--- src/rtl/fitness_dispatch_if.sv ---
// Handshake and data bundle between the fitness dispatcher and its population
// memory, evaluator, and fitness memory.
interface fitness_dispatch_if #(
    parameter int LATTICE_LENGTH  = 11,
    parameter int DATA_WIDTH      = 4,
    parameter int SELF_FIT_LENGTH = 10,
    parameter int ADDR_WIDTH      = 6
);
    localparam int VEC_W = LATTICE_LENGTH * DATA_WIDTH;

    logic                       start_i;
    logic                       bank_i;
    logic                       pop_rd_en_o;
    logic [ADDR_WIDTH-1:0]      pop_rd_addr_o;
    logic [VEC_W-1:0]           pop_rd_data_i;
    logic                       set_data_o;
    logic                       in_valid_o;
    logic [VEC_W-1:0]           ind_vec_o;
    logic                       ind_idx_o;
    logic                       eval_valid_i;
    logic [SELF_FIT_LENGTH-1:0] eval_energy_i;
    logic                       eval_idx_i;
    logic                       fit_wr_en_o;
    logic [ADDR_WIDTH-1:0]      fit_wr_addr_o;
    logic [SELF_FIT_LENGTH-1:0] fit_wr_data_o;
    logic                       fit_wr_bank_o;
    logic [SELF_FIT_LENGTH-1:0] best_energy_o;
    logic [ADDR_WIDTH-1:0]      best_addr_o;
    logic                       busy_o;
    logic                       done_o;
    logic                       proto_err_o;

    // Dispatcher side.
    modport master (
        input  start_i, bank_i, pop_rd_data_i, eval_valid_i, eval_energy_i, eval_idx_i,
        output pop_rd_en_o, pop_rd_addr_o, set_data_o, in_valid_o, ind_vec_o, ind_idx_o,
               fit_wr_en_o, fit_wr_addr_o, fit_wr_data_o, fit_wr_bank_o,
               best_energy_o, best_addr_o, busy_o, done_o, proto_err_o
    );

    // Environment side: memories, evaluator and controller.
    modport slave (
        output start_i, bank_i, pop_rd_data_i, eval_valid_i, eval_energy_i, eval_idx_i,
        input  pop_rd_en_o, pop_rd_addr_o, set_data_o, in_valid_o, ind_vec_o, ind_idx_o,
               fit_wr_en_o, fit_wr_addr_o, fit_wr_data_o, fit_wr_bank_o,
               best_energy_o, best_addr_o, busy_o, done_o, proto_err_o
    );
endinterface

--- src/rtl/fitness_dispatch.sv ---
// Streams one generation of individuals to the fitness evaluator, writes the
// returned energies to fitness memory and tracks the generation minimum.
module fitness_dispatch #(
    parameter int POP_SIZE        = 50,
    parameter int LATTICE_LENGTH  = 11,
    parameter int DATA_WIDTH      = 4,
    parameter int SELF_FIT_LENGTH = 10,
    parameter int ADDR_WIDTH      = 6
) (
    input  logic               clk_i,
    input  logic               rst_n,
    fitness_dispatch_if.master disp
);
    localparam int VEC_W = LATTICE_LENGTH * DATA_WIDTH;
    localparam int CNT_W = ADDR_WIDTH + 1;

    typedef enum logic [2:0] {IDLE, CFG, ISSUE, DRAIN, DONE} state_t;

    state_t           state;
    logic             bank;
    logic [CNT_W-1:0] res_cnt;
    logic             res_ok;
    logic             res_bad;

    // A result is accepted only inside a generation, below the population
    // count and tagged with the bank being evaluated; anything else is a fault.
    always_comb begin
        res_ok  = disp.eval_valid_i && (state != IDLE) &&
                  (res_cnt < CNT_W'(POP_SIZE)) && (disp.eval_idx_i == bank);
        res_bad = disp.eval_valid_i && !res_ok;
    end

    // Read data lands the cycle after the request, alongside in_valid_o.
    assign disp.ind_vec_o = disp.in_valid_o ? disp.pop_rd_data_i : {VEC_W{1'b0}};
    assign disp.ind_idx_o = bank;

    always_ff @(posedge clk_i or negedge rst_n) begin
        if (!rst_n) begin
            state              <= IDLE;
            bank               <= 1'b0;
            res_cnt            <= '0;
            disp.pop_rd_en_o   <= 1'b0;
            disp.pop_rd_addr_o <= '0;
            disp.set_data_o    <= 1'b0;
            disp.in_valid_o    <= 1'b0;
            disp.fit_wr_en_o   <= 1'b0;
            disp.fit_wr_addr_o <= '0;
            disp.fit_wr_data_o <= '0;
            disp.fit_wr_bank_o <= 1'b0;
            disp.best_energy_o <= '0;
            disp.best_addr_o   <= '0;
            disp.busy_o        <= 1'b0;
            disp.done_o        <= 1'b0;
            disp.proto_err_o   <= 1'b0;
        end else begin
            disp.set_data_o  <= 1'b0;
            disp.done_o      <= 1'b0;
            disp.in_valid_o  <= disp.pop_rd_en_o;
            disp.fit_wr_en_o <= res_ok;

            // Result stage: write-back and running minimum, strict compare keeps ties early.
            if (res_ok) begin
                disp.fit_wr_addr_o <= ADDR_WIDTH'(res_cnt);
                disp.fit_wr_data_o <= disp.eval_energy_i;
                disp.fit_wr_bank_o <= disp.eval_idx_i;
                res_cnt            <= res_cnt + 1'b1;
                if (disp.eval_energy_i < disp.best_energy_o) begin
                    disp.best_energy_o <= disp.eval_energy_i;
                    disp.best_addr_o   <= ADDR_WIDTH'(res_cnt);
                end
            end

            case (state)
                IDLE: begin
                    if (disp.start_i) begin
                        bank               <= disp.bank_i;
                        res_cnt            <= '0;
                        disp.best_energy_o <= {SELF_FIT_LENGTH{1'b1}};
                        disp.best_addr_o   <= '0;
                        disp.proto_err_o   <= 1'b0;
                        disp.set_data_o    <= 1'b1;
                        disp.busy_o        <= 1'b1;
                        state              <= CFG;
                    end
                end
                CFG: begin
                    disp.pop_rd_en_o   <= 1'b1;
                    disp.pop_rd_addr_o <= '0;
                    state              <= ISSUE;
                end
                ISSUE: begin
                    if (disp.pop_rd_addr_o == ADDR_WIDTH'(POP_SIZE - 1)) begin
                        disp.pop_rd_en_o <= 1'b0;
                        state            <= DRAIN;
                    end else begin
                        disp.pop_rd_addr_o <= disp.pop_rd_addr_o + 1'b1;
                    end
                end
                DRAIN: begin
                    if (res_cnt == CNT_W'(POP_SIZE)) begin
                        disp.done_o <= 1'b1;
                        state       <= DONE;
                    end
                end
                DONE: begin
                    disp.busy_o <= 1'b0;
                    state       <= IDLE;
                end
                default: state <= IDLE;
            endcase

            // Sticky fault flag; also wins over the clear on a start cycle.
            if (res_bad) disp.proto_err_o <= 1'b1;
        end
    end
endmodule
--- src/flat_wrapper.sv ---
// flat-port wrapper written by rule: the top's interface ports become plain ports
module fitness_dispatch_flat 
#(
    parameter int POP_SIZE        = 50,
    parameter int LATTICE_LENGTH  = 11,
    parameter int DATA_WIDTH      = 4,
    parameter int SELF_FIT_LENGTH = 10,
    parameter int ADDR_WIDTH      = 6
)
  (clk_i, rst_n, disp_start_i, disp_bank_i, disp_pop_rd_data_i, disp_eval_valid_i, disp_eval_energy_i, disp_eval_idx_i, disp_pop_rd_en_o, disp_pop_rd_addr_o, disp_set_data_o, disp_in_valid_o, disp_ind_vec_o, disp_ind_idx_o, disp_fit_wr_en_o, disp_fit_wr_addr_o, disp_fit_wr_data_o, disp_fit_wr_bank_o, disp_best_energy_o, disp_best_addr_o, disp_busy_o, disp_done_o, disp_proto_err_o);
  fitness_dispatch_if #(.LATTICE_LENGTH(LATTICE_LENGTH), .DATA_WIDTH(DATA_WIDTH), .SELF_FIT_LENGTH(SELF_FIT_LENGTH), .ADDR_WIDTH(ADDR_WIDTH)) disp_i ();
  input  logic clk_i;
  input  logic rst_n;
  input wire logic [$bits(disp_i.start_i)-1:0] disp_start_i;
  input wire logic [$bits(disp_i.bank_i)-1:0] disp_bank_i;
  input wire logic [$bits(disp_i.pop_rd_data_i)-1:0] disp_pop_rd_data_i;
  input wire logic [$bits(disp_i.eval_valid_i)-1:0] disp_eval_valid_i;
  input wire logic [$bits(disp_i.eval_energy_i)-1:0] disp_eval_energy_i;
  input wire logic [$bits(disp_i.eval_idx_i)-1:0] disp_eval_idx_i;
  output wire logic [$bits(disp_i.pop_rd_en_o)-1:0] disp_pop_rd_en_o;
  output wire logic [$bits(disp_i.pop_rd_addr_o)-1:0] disp_pop_rd_addr_o;
  output wire logic [$bits(disp_i.set_data_o)-1:0] disp_set_data_o;
  output wire logic [$bits(disp_i.in_valid_o)-1:0] disp_in_valid_o;
  output wire logic [$bits(disp_i.ind_vec_o)-1:0] disp_ind_vec_o;
  output wire logic [$bits(disp_i.ind_idx_o)-1:0] disp_ind_idx_o;
  output wire logic [$bits(disp_i.fit_wr_en_o)-1:0] disp_fit_wr_en_o;
  output wire logic [$bits(disp_i.fit_wr_addr_o)-1:0] disp_fit_wr_addr_o;
  output wire logic [$bits(disp_i.fit_wr_data_o)-1:0] disp_fit_wr_data_o;
  output wire logic [$bits(disp_i.fit_wr_bank_o)-1:0] disp_fit_wr_bank_o;
  output wire logic [$bits(disp_i.best_energy_o)-1:0] disp_best_energy_o;
  output wire logic [$bits(disp_i.best_addr_o)-1:0] disp_best_addr_o;
  output wire logic [$bits(disp_i.busy_o)-1:0] disp_busy_o;
  output wire logic [$bits(disp_i.done_o)-1:0] disp_done_o;
  output wire logic [$bits(disp_i.proto_err_o)-1:0] disp_proto_err_o;
  assign disp_i.start_i = disp_start_i;
  assign disp_i.bank_i = disp_bank_i;
  assign disp_i.pop_rd_data_i = disp_pop_rd_data_i;
  assign disp_i.eval_valid_i = disp_eval_valid_i;
  assign disp_i.eval_energy_i = disp_eval_energy_i;
  assign disp_i.eval_idx_i = disp_eval_idx_i;
  assign disp_pop_rd_en_o = disp_i.pop_rd_en_o;
  assign disp_pop_rd_addr_o = disp_i.pop_rd_addr_o;
  assign disp_set_data_o = disp_i.set_data_o;
  assign disp_in_valid_o = disp_i.in_valid_o;
  assign disp_ind_vec_o = disp_i.ind_vec_o;
  assign disp_ind_idx_o = disp_i.ind_idx_o;
  assign disp_fit_wr_en_o = disp_i.fit_wr_en_o;
  assign disp_fit_wr_addr_o = disp_i.fit_wr_addr_o;
  assign disp_fit_wr_data_o = disp_i.fit_wr_data_o;
  assign disp_fit_wr_bank_o = disp_i.fit_wr_bank_o;
  assign disp_best_energy_o = disp_i.best_energy_o;
  assign disp_best_addr_o = disp_i.best_addr_o;
  assign disp_busy_o = disp_i.busy_o;
  assign disp_done_o = disp_i.done_o;
  assign disp_proto_err_o = disp_i.proto_err_o;
  fitness_dispatch #(.POP_SIZE(POP_SIZE), .LATTICE_LENGTH(LATTICE_LENGTH), .DATA_WIDTH(DATA_WIDTH), .SELF_FIT_LENGTH(SELF_FIT_LENGTH), .ADDR_WIDTH(ADDR_WIDTH)) u_core (.clk_i(clk_i), .rst_n(rst_n), .disp(disp_i));
endmodule
--- config.mk ---
export PLATFORM = sky130hd
export DESIGN_NAME = fitness_dispatch_flat
export DESIGN_NICKNAME = d
export VERILOG_FILES = /design/src/rtl/fitness_dispatch_if.sv /design/src/rtl/fitness_dispatch.sv /design/src/flat_wrapper.sv
export SDC_FILE = /design/constraint.sdc
export NUM_CORES = 1
export LEC_CHECK = 0
export ABC_AREA = 0
export BUFFER_PORTS_ARGS = -buffer_cell sky130_fd_sc_hd__buf_2
export CAP_MARGIN = 20
export CORE_MARGIN = 2
export CORE_UTILIZATION = 40
export DETAILED_ROUTE_END_ITERATION = 8
export GPL_ROUTABILITY_DRIVEN = 0
export HOLD_SLACK_MARGIN = 0.1
export PLACE_DENSITY = 0.72
export REMOVE_ABC_BUFFERS = 1
export SYNTH_ARGS = -nofsm -noshare
export SYNTH_HDL_FRONTEND = slang
export SYNTH_SLANG_ARGS = --single-unit
--- constraint.sdc ---
create_clock -name clk_i -period 3.26 [get_ports clk_i]
set_clock_uncertainty 0.15 [all_clocks]
set_input_delay 0.652 -clock clk_i [delete_from_list [all_inputs] [get_ports clk_i]]
set_output_delay 0.652 -clock clk_i [all_outputs]
set_load 0.01 [all_outputs]
==> results_dict.tcl, run 1 <==
set metrics [dict create \
    post_cts_resized 0 \
    fin_util_pct 55.0 \
    slew_violations 0 \
    area_growth_pct 34.9 \
    period_minus_slack_ns 2.71 \
    grt_max_degree 46 \
    slew_headroom_pct 38.6 \
    cts.sinks 57 \
    status "finished, final reports clean" \
    synth.distinct_cells 40 \
    synthesis.area_um2 2910 \
    post_cts_buffers 0 \
    post_drt_wl_per_cell_um 13.4 \
    stdcell_count 565 \
    dp_hpwl_um 5660 \
    cts_root_buf "clkbuf_8" \
    fill_cells 704 \
    portBuffers 150 \
    ir_drop_uv 322 \
    endpoint_kind "register" \
    fmax_mhz 369 \
    dpl.cell_count 549 \
    grt_pass1_wl_um 11400 \
    synth_warnings 0 \
    worst_slew_pin_slew_ns 0.921 \
    rows 31 \
    drtAntennaViolNets 0 \
    drive_above_1_share_pct 36.9 \
    syn_inst 312 \
    async_flop_share_pct 100 \
    drc 0 \
    min_period_over_period_pct 83.0 \
    synth.avg_cell_area_um2 9.32 \
    finalSetupViolations 0 \
    routed_via_density 4.80 \
    start_util_pct 40.8 \
    drt_wl_total_um 7560 \
    cts_made_buffers 9 \
    grt_pass1_vias 2510 \
    track_usage_pct 18.6 \
    cap_violations 0 \
    dpl_cell_area_um2 3730 \
    synth_enable_flop_cells 0 \
    finalNetCount 534 \
    fin_area_um2 3920 \
    cp-start-kind "primary input" \
    powerDensity_nw_per_um2 646 \
    crit_fanout 16 \
    die_x_um 89.3 \
    finalHoldViolations 0 \
    timing.rr.start "u_core.disp.best_energy_o[7]" \
    vias 2713 \
    ys_ff_latch 57 \
    path_class "primary input to register" \
    leakage_nw 2.11 \
    dieArea_um2 7970 \
    clk_latency_ns 0.33 \
    num_antenna_cells 0 \
    hold_buffers 0 \
    whs_ns 0.215 \
    core_area_um2 7140 \
    crit_start "disp_eval_energy_i[3]" \
    fin_setup_tns_ns 0 \
    grt_setup_unrepaired "false" \
    die_y_um 89.3 \
    synth_flop_cell "dfrtp_1" \
    cp_data_required_time_ns 3.35 \
    io_pins 151 \
    dr.pass1.iters 4 \
    h-tree-depth 3 \
    antenna_found_initial 0 \
    overflow 0 \
    cts_tree "done" \
    hp-class "primary input to async pin" \
    yosysSeqAreaShare_pct 49.0 \
    clkTransAtPathRegs_ns 0.06 \
    cts_max_path_buffers 2 \
    arrival_ns 2.80 \
    drt_iter0_markers 106 \
]
## path summary, 6_finish.rpt
path                                           endpoint  slack, ns  cells after the start
setup / recovery             u_core.disp.best_addr_o[4]       0.55                      7
hold / removal             u_core.disp.fit_wr_addr_o[2]       0.22                      1
setup reg to reg             u_core.disp.best_addr_o[4]       0.57                      6
hold reg to reg                  u_core.disp.in_valid_o       0.28                      0
max in group asynchronous  u_core.disp.fit_wr_addr_o[4]       1.92                      2
min in group clk_i               u_core.disp.in_valid_o       0.28                      0
## routing by layer
metal	part of all wire (%)	wire (um)	vias to the layer above	track usage [%]
met5	0	0	-	0
met4	1.6	122	0	7.60
met3	5.7	430	11	3.79
met2	48	3620	99	30.1
met1	45	3390	1266	24.5
li1	-	-	1337	-
## layout make-up
class                           count  area (um^2)  area share (%)
Clock inverter                      3         40.0            1.02
Clock buffer                       13          149            3.79
Multi-Input combinational cell    218         1320            33.7
Tap cell                           99          124            3.16
Sequential cell                    57         1430            36.4
Timing Repair Buffer              155          788            20.1
Inverter                           20         75.1            1.91
## worst max-delay path, cell delays in order
cell     delay, ns
buf_2         0.11
ha_1          0.28
a21o_1        0.11
nand3_1       0.07
a21oi_1       0.66
or3_1         0.65
mux2i_1       0.26
## synthesized netlist by cell type, types with 2 or more instances
library cell | number | area share, %
dfrtp_1 | 57 | 49
nand2_1 | 57 | 7.4
and2_1 | 45 | 9.7
inv_1 | 18 | 2.3
nor2_1 | 16 | 2.1
clkbuf_1 | 13 | 1.7
ha_1 | 13 | 5.6
nor4_1 | 10 | 2.2
a31oi_1 | 9 | 1.9
o21ai_0 | 9 | 1.5
a21oi_1 | 8 | 1.4
mux2i_1 | 7 | 2.4
nand3_1 | 5 | 0.86
nand4_1 | 4 | 0.86
nor3_1 | 4 | 0.69
xnor2_1 | 4 | 1.2
nor2b_1 | 3 | 0.65
xor2_1 | 3 | 0.90
buf_4 | 2 | 0.52
buf_6 | 2 | 0.77
clkinv_1 | 2 | 0.26
nand2b_1 | 2 | 0.43
or3_1 | 2 | 0.43
## through the flow
stage          setup WS, ns  total power, mW
3_3_place_gp          0.304             1.88
3_5_place_dp          0.235             1.92
6_report              0.553             2.53
5_1_grt               0.371             2.72
4_1_cts               0.582             2.56
2_1_floorplan         0.121             1.53
## power by group
group / internal (mW) / leakage, nW / switching [mW]
combinational: 0.373 / 1.34 / 0.503
sequential: 0.904 / 0.680 / 0.119
clock: 0.372 / 0.0974 / 0.265
total: 1.65 / 2.11 / 0.886
## state kept, by name (all words and copies together) (netlist names)
signal / flops
u_core.disp.ind_idx_o: 1
u_core.disp.fit_wr_addr_o: 6
u_core.disp.fit_wr_data_o: 10
u_core.disp.pop_rd_en_o: 1
u_core.disp.in_valid_o: 1
u_core.disp.set_data_o: 1
u_core.disp.pop_rd_addr_o: 6
u_core.disp.done_o: 1
u_core.disp.proto_err_o: 1
u_core.state: 3
u_core.res_cnt: 7
u_core.disp.best_energy_o: 10
u_core.disp.busy_o: 1
u_core.disp.fit_wr_bank_o: 1
u_core.disp.best_addr_o: 6
u_core.disp.fit_wr_en_o: 1
## kinds of logic (layout without fill, tap and decap cells)
group / after synthesis / in the layout / share of synthesized area [%]
and+or+nand+nor: 156 / 156 / 27.9
AOI/OAI and AO/OA: 35 / 35 / 7.44
xor gates and xnor gates: 7 / 7 / 2.11
buffers and inverters: 37 / 191 / 5.55
adders and majority gates: 13 / 13 / 5.59
DFF: 57 / 57 / 49.0
muxes: 7 / 7 / 2.41
## cell usage in the layout, fill, tap and decap left out, types with 2 or more instances in the layout
| master | netlist | routed |
|---|---|---|
| buf_2 | 0 | 150 |
| nand2_1 | 57 | 57 |
| dfrtp_1 | 57 | 57 |
| and2_1 | 45 | 45 |
| inv_1 | 18 | 18 |
| nor2_1 | 16 | 16 |
| ha_1 | 13 | 13 |
| nor4_1 | 10 | 10 |
| clkbuf_8 | 0 | 10 |
| a31oi_1 | 9 | 9 |
| o21ai_0 | 9 | 9 |
| a21oi_1 | 8 | 8 |
| mux2i_1 | 7 | 7 |
| nand3_1 | 5 | 5 |
| buf_4 | 2 | 5 |
| nor3_1 | 4 | 4 |
| xnor2_1 | 4 | 4 |
| nand4_1 | 4 | 4 |
| nor2b_1 | 3 | 3 |
| xor2_1 | 3 | 3 |
| clkbuf_1 | 13 | 3 |
| clkinv_1 | 2 | 2 |
| nand2b_1 | 2 | 2 |
| or3_1 | 2 | 2 |
| clkinv_2 | 0 | 2 |
Note: power is estimated with default switching activity, not from simulation.
==> run 2: changes to the inputs <==
--- a/config.mk
+++ b/config.mk
@@ -13,7 +13,7 @@
 export DETAILED_ROUTE_END_ITERATION = 8
 export GPL_ROUTABILITY_DRIVEN = 0
 export HOLD_SLACK_MARGIN = 0.1
-export PLACE_DENSITY = 0.72
+export PLACE_DENSITY = 0.75
 export REMOVE_ABC_BUFFERS = 1
 export SYNTH_ARGS = -nofsm -noshare
 export SYNTH_HDL_FRONTEND = slang
==> constraint.sdc (replaced) <==
create_clock -name clk_i -period 2.3 [get_ports clk_i]
set_clock_uncertainty 0.15 [all_clocks]
set_input_delay 0.46 -clock clk_i [delete_from_list [all_inputs] [get_ports clk_i]]
set_output_delay 0.46 -clock clk_i [all_outputs]
set_load 0.01 [all_outputs]
==> results_dict.tcl, run 2 (same netlist as run 1, synthesis figures left out) <==
set metrics [dict create \
    drt_wl_total_um 7350 \
    min_path_cells 3 \
    fin_setup_tns_ns 0 \
    finalHoldViolations 0 \
    cts_root_buf "clkbuf_8" \
    vias 2754 \
    start_util_pct 40.8 \
    cts_max_path_buffers 2 \
    power_mw 3.78 \
    reg2reg_to "u_core.disp.best_energy_o[7]" \
    leakage_nw 2.19 \
    die_x_um 89.3 \
    cp_slowest_cell "or3_1" \
    fmax_mhz 451 \
    hold_end "u_core.disp.ind_idx_o" \
    cts_tree "done" \
    timing.rr.start "u_core.disp.best_energy_o[7]" \
    drt_iter0_markers 106 \
    clkTransAtPathRegs_ns 0.07 \
    powerDensity_nw_per_um2 931 \
    grt_setup_unrepaired "false" \
    hp-class "primary input to register" \
    h-tree-depth 3 \
    finalNetCount 546 \
    reg2regPathDepth 8 \
    drc 0 \
    worst_slew_pin_slew_ns 0.551 \
    track_usage_pct 18.0 \
    status "finished, final reports clean" \
    final_common_cell "buf_2" \
    cts_made_buffers 9 \
    drtAntennaViolNets 0 \
    top_usage_layer "met2" \
    clk_latency_ns 0.34 \
    cp_data_required_time_ns 2.41 \
    area_growth_pct 39.4 \
    critPathTopFamily "compound AO/OA/AOI/OAI gates" \
    slew_headroom_pct 63.2 \
    final_cell_mix "150 x buf_2, 57 x nand2_1, 57 x dfrtp_1" \
    drive_above_1_share_pct 38.9 \
    endpoint_kind "register" \
    cts.sinks 57 \
    min_from "disp_bank_i" \
    antenna_found_initial 0 \
    grt_max_degree 46 \
    multi_input_area_um2 1320 \
    finalSetupViolations 0 \
    crit_buf_inv 2 \
    cap_violations 0 \
    dp_hpwl_um 5600 \
    die_y_um 89.3 \
    post_drt_wl_per_cell_um 12.7 \
    post_cts_buffers 0 \
    dr.pass1.iters 5 \
    grt_use_met2_pct 30.0 \
    path_class "register to register" \
    crit_fanout 10 \
    grt_pass1_wl_um 11000 \
    num_antenna_cells 0 \
    rows 31 \
    period_minus_slack_ns 2.22 \
    routed_via_density 4.77 \
    whs_ns 0.163 \
    reg_top3 "u_core.disp.best_energy_o: 10 flops, u_core.disp.fit_wr_data_o: 10 flops, u_core.res_cnt: 7 flops" \
    cp-start-kind "register" \
    grt_pass1_vias 2482 \
    fill_cells 695 \
    core_area_um2 7140 \
    portBuffers 150 \
    min_period_over_period_pct 96.3 \
    slew_violations 0 \
    ir_drop_uv 590 \
    use_met1_pct 21.7 \
    grt_use_met3_pct 5.63 \
    slowest_delay_ns 0.36 \
    regArea_um2 1430 \
    io_pins 151 \
    overflow 0 \
    dieArea_um2 7970 \
    r2r_setup_slack_ns 0.08 \
    arrival_ns 2.33 \
    path_cells "inv_1, ha_1, a211o_1, o211ai_1, o311ai_1, or3_1, buf_4, a31oi_1" \
]
[run 2: worst max path at each step]
stage,from,cells after the start,endpoint,slack [ns]
finish,u_core.disp.best_energy_o[7],8,u_core.disp.best_energy_o[7],0.08
global placement,disp_eval_energy_i[7],8,u_core.disp.best_addr_o[2],0.02
CTS,u_core.disp.best_energy_o[7],8,u_core.disp.best_energy_o[7],0.09
detailed placement,disp_eval_energy_i[7],8,u_core.disp.best_energy_o[7],-0.06
floorplan,disp_eval_energy_i[7],5,u_core.disp.best_addr_o[0],-0.65
global route,u_core.disp.best_energy_o[7],8,u_core.disp.best_energy_o[1],0.02
[run 2: power by group]
| part | total (mW) | switching, mW | internal, mW | leakage (nW) |
|---|---|---|---|---|
| sequential | 1.45 | 0.171 | 1.28 | 0.680 |
| combinational | 1.26 | 0.714 | 0.548 | 1.39 |
| clock | 1.06 | 0.399 | 0.665 | 0.115 |
| total | 3.78 | 1.28 | 2.49 | 2.19 |
[run 2: metal layers]
layer	vias up	wire (um)	part of all wire, %
met1	1279	3060	42
li1	1366	-	-
met4	0	137	1.9
met2	100	3610	49
met5	-	0	0
met3	9	536	7.3
[run 2: final cells by class]
cell class	count	area share [%]
Sequential cell	57	35.2
Multi-Input combinational cell	218	32.6
Timing Repair Buffer	167	21.7
Clock buffer	11	3.73
Tap cell	99	3.05
Clock inverter	5	1.91
Inverter	20	1.85
[run 2: timing repair]
action | 4_1_cts | 5_1_grt
hold endpoints to repair | 22 | 0
hold buffers | 1 | 0
resized for setup | 0 | 0
[run 2: worst min-delay path: stages]
cell and delay [ns]:
buf_2 0.08, nand2_1 0.04, nand2_1 0.04
[run 2: per-stage QoR]
stage | util [%] | std cells | worst slack [ns] | area (um^2)
6_report | 56.8 | 577 | 0.0840 | 4060
5_1_grt | 56.8 | 577 | 0.0162 | 4060
4_1_cts | 56.8 | 577 | 0.0930 | 4060
3_5_place_dp | 53.5 | 560 | -0.0561 | 3820
3_3_place_gp | 53.5 | 560 | 0.0177 | 3820
2_1_floorplan | - | 295 | -0.647 | 2820
==> run 3: changes to the inputs <==
--- a/config.mk
+++ b/config.mk
@@ -13,7 +13,8 @@
 export DETAILED_ROUTE_END_ITERATION = 8
 export GPL_ROUTABILITY_DRIVEN = 0
 export HOLD_SLACK_MARGIN = 0.1
-export PLACE_DENSITY = 0.75
+export MAX_ROUTING_LAYER = met4
+export PLACE_DENSITY = 0.72
 export REMOVE_ABC_BUFFERS = 1
 export SYNTH_ARGS = -nofsm -noshare
 export SYNTH_HDL_FRONTEND = slang
==> constraint.sdc (replaced) <==
create_clock -name clk_i -period 2.47 [get_ports clk_i]
set_clock_uncertainty 0.15 [all_clocks]
set_input_delay 0.494 -clock clk_i [delete_from_list [all_inputs] [get_ports clk_i]]
set_output_delay 0.494 -clock clk_i [all_outputs]
set_load 0.01 [all_outputs]
==> results_dict.tcl, run 3 (same netlist as run 1, synthesis figures left out) <==
set metrics [dict create \
    fmax_mhz 440 \
    path_cells "nand3b_1, a31o_2, nand2_2, buf_4, clkinv_1, buf_4, nand2_1, nand2_1" \
    r2r_setup_slack_ns 0.20 \
    reg2regPathDepth 8 \
    area_growth_pct 36.9 \
    reg_top3 "u_core.disp.best_energy_o: 10 flops, u_core.disp.fit_wr_data_o: 10 flops, u_core.res_cnt: 7 flops" \
    start_util_pct 40.8 \
    p_seq_share_pct 39.9 \
    overflow 0 \
    crit_fanout 33 \
    cp_slowest_cell "dfrtp_1" \
    crit_buf_inv 3 \
    cp_data_required_time_ns 2.54 \
    final_common_cell "buf_2" \
    timing.rr.start "u_core.res_cnt[6]" \
    status "finished, final reports clean" \
    path_class "register to register" \
    track_usage_pct 19.1 \
    power.switching_mw 1.20 \
    post_drt_wl_per_cell_um 13.3 \
    finalNetCount 541 \
    rows 31 \
    h-tree-depth 3 \
    vias 2725 \
    cts_made_buffers 9 \
    finalHoldViolations 0 \
    slew_violations 0 \
    cp-start-kind "register" \
    grt_setup_unrepaired "false" \
    grt_max_degree 58 \
    powerDensity_nw_per_um2 848 \
    hold_buffers 0 \
    die_x_um 89.3 \
    die_y_um 89.3 \
    dpl.cell_count 556 \
    cts_tree "done" \
    cts.sinks 57 \
    final_cell_mix "150 x buf_2, 57 x nand2_1, 57 x dfrtp_1" \
    dp_hpwl_um 5560 \
    drive_above_1_share_pct 38.3 \
    dr.pass1.iters 4 \
    grt_pass1_vias 2355 \
    reg2reg_to "u_core.disp.fit_wr_data_o[6]" \
    use_met1_pct 25.2 \
    routed_via_density 4.77 \
    antenna_found_initial 0 \
    leakage_nw 2.15 \
    endpoint_kind "register" \
    cap_violations 0 \
    swShare_pct 35.4 \
    cts_root_buf "clkbuf_8" \
    clk_latency_ns 0.34 \
    ir_drop_uv 531 \
    post_cts_resized 0 \
    internal-power_mw 2.18 \
    comb_power_share_pct 34.7 \
    dieArea_um2 7970 \
    cts_max_path_buffers 2 \
    critPathTopFamily "buffers and inverters" \
    drc 0 \
    power_frac_clock_pct 25.4 \
    period_minus_slack_ns 2.27 \
    core_area_um2 7140 \
    min_period_over_period_pct 92.0 \
    stdcell_count 571 \
    hp-class "primary input to async pin" \
    portBuffers 150 \
    fin_util_pct 55.8 \
    grt_pass1_wl_um 11200 \
    worst_slew_pin_slew_ns 0.705 \
    num_antenna_cells 0 \
    top_usage_layer "met2" \
    drt_iter0_markers 88 \
    drtAntennaViolNets 0 \
    slowest_delay_ns 0.43 \
    finalSetupViolations 0 \
    clkTransAtPathRegs_ns 0.07 \
    post_cts_buffers 0 \
    grt_use_met3_pct 4.99 \
    slew_headroom_pct 53.0 \
    io_pins 151 \
    grt_use_met2_pct 27.8 \
    arrival_ns 2.35 \
    drt_wl_total_um 7570 \
]
==> run 3: changes by cell type in the layout (fill, tap and decap cells not counted), sizes merged <==
cell         before  now
buf             166  162
bufinv            2    1
clkbuf           11   10
clkinv            4    5
dlygate4sd3       1    0
==> run 3: layer usage <==
metal / up-vias / part of all wire (%)
li1: 1356 / -
met1: 1264 / 44
met2: 94 / 47
met3: 11 / 6.4
met4: 0 / 1.9
met5: - / 0
==> run 3: final cells by class <==
class | count | area, um^2
multi-input combinational | 218 | 1320
timing repair buffer | 162 | 841
sequential | 57 | 1430
tap | 99 | 124
clock inverter | 5 | 56.3
fill | 694 | 3160
inverter | 20 | 75.1
clock buffer | 10 | 138
==> run 3: through the flow <==
stage / setup slack [ns] / cell area (um^2) / TNS (ns) / power (mW) / hold slack, ns
3_5_place_dp: 0.0844 / 3790 / 0 / 2.53 / 0.286
3_3_place_gp: 0.145 / 3790 / 0 / 2.49 / 0.279
2_1_floorplan: -0.511 / 2820 / -7.93 / 2.02 / 0.0484
5_1_grt: 0.0238 / 3980 / 0 / 3.62 / 0.200
6_report: 0.198 / 3980 / 0 / 3.38 / 0.140
4_1_cts: 0.198 / 3980 / 0 / 3.41 / 0.164
==> run 3: how the worst max path moves through the flow <==
stage,startpoint,cells after the start,end
6_report,u_core.res_cnt[6],8,u_core.disp.fit_wr_data_o[6]
5_1_grt,u_core.res_cnt[6],8,u_core.disp.fit_wr_data_o[6]
4_1_cts,u_core.res_cnt[6],8,u_core.disp.fit_wr_data_o[6]
3_5_place_dp,disp_eval_energy_i[7],8,u_core.disp.best_addr_o[0]
3_3_place_gp,disp_eval_energy_i[7],8,u_core.disp.best_addr_o[2]
2_1_floorplan,disp_eval_energy_i[7],5,u_core.disp.best_addr_o[0]
==> run 3: worst register-to-register path, stage by stage (launching register included) <==
cell and delay (ns):
dfrtp_1 0.43, nand3b_1 0.21, a31o_2 0.26, nand2_2 0.09, buf_4 0.32, clkinv_1 0.30, buf_4 0.27, nand2_1 0.08
nand2_1 0.05
==> run 3: power by group through the flow <==
stage	logic (mW)	registers [mW]	clock network [mW]
floorplan	0.569	1.45	0
global placement	1.14	1.35	0
detailed placement	1.17	1.36	0
CTS	1.18	1.35	0.874
global route	1.32	1.38	0.921
finish	1.17	1.35	0.858
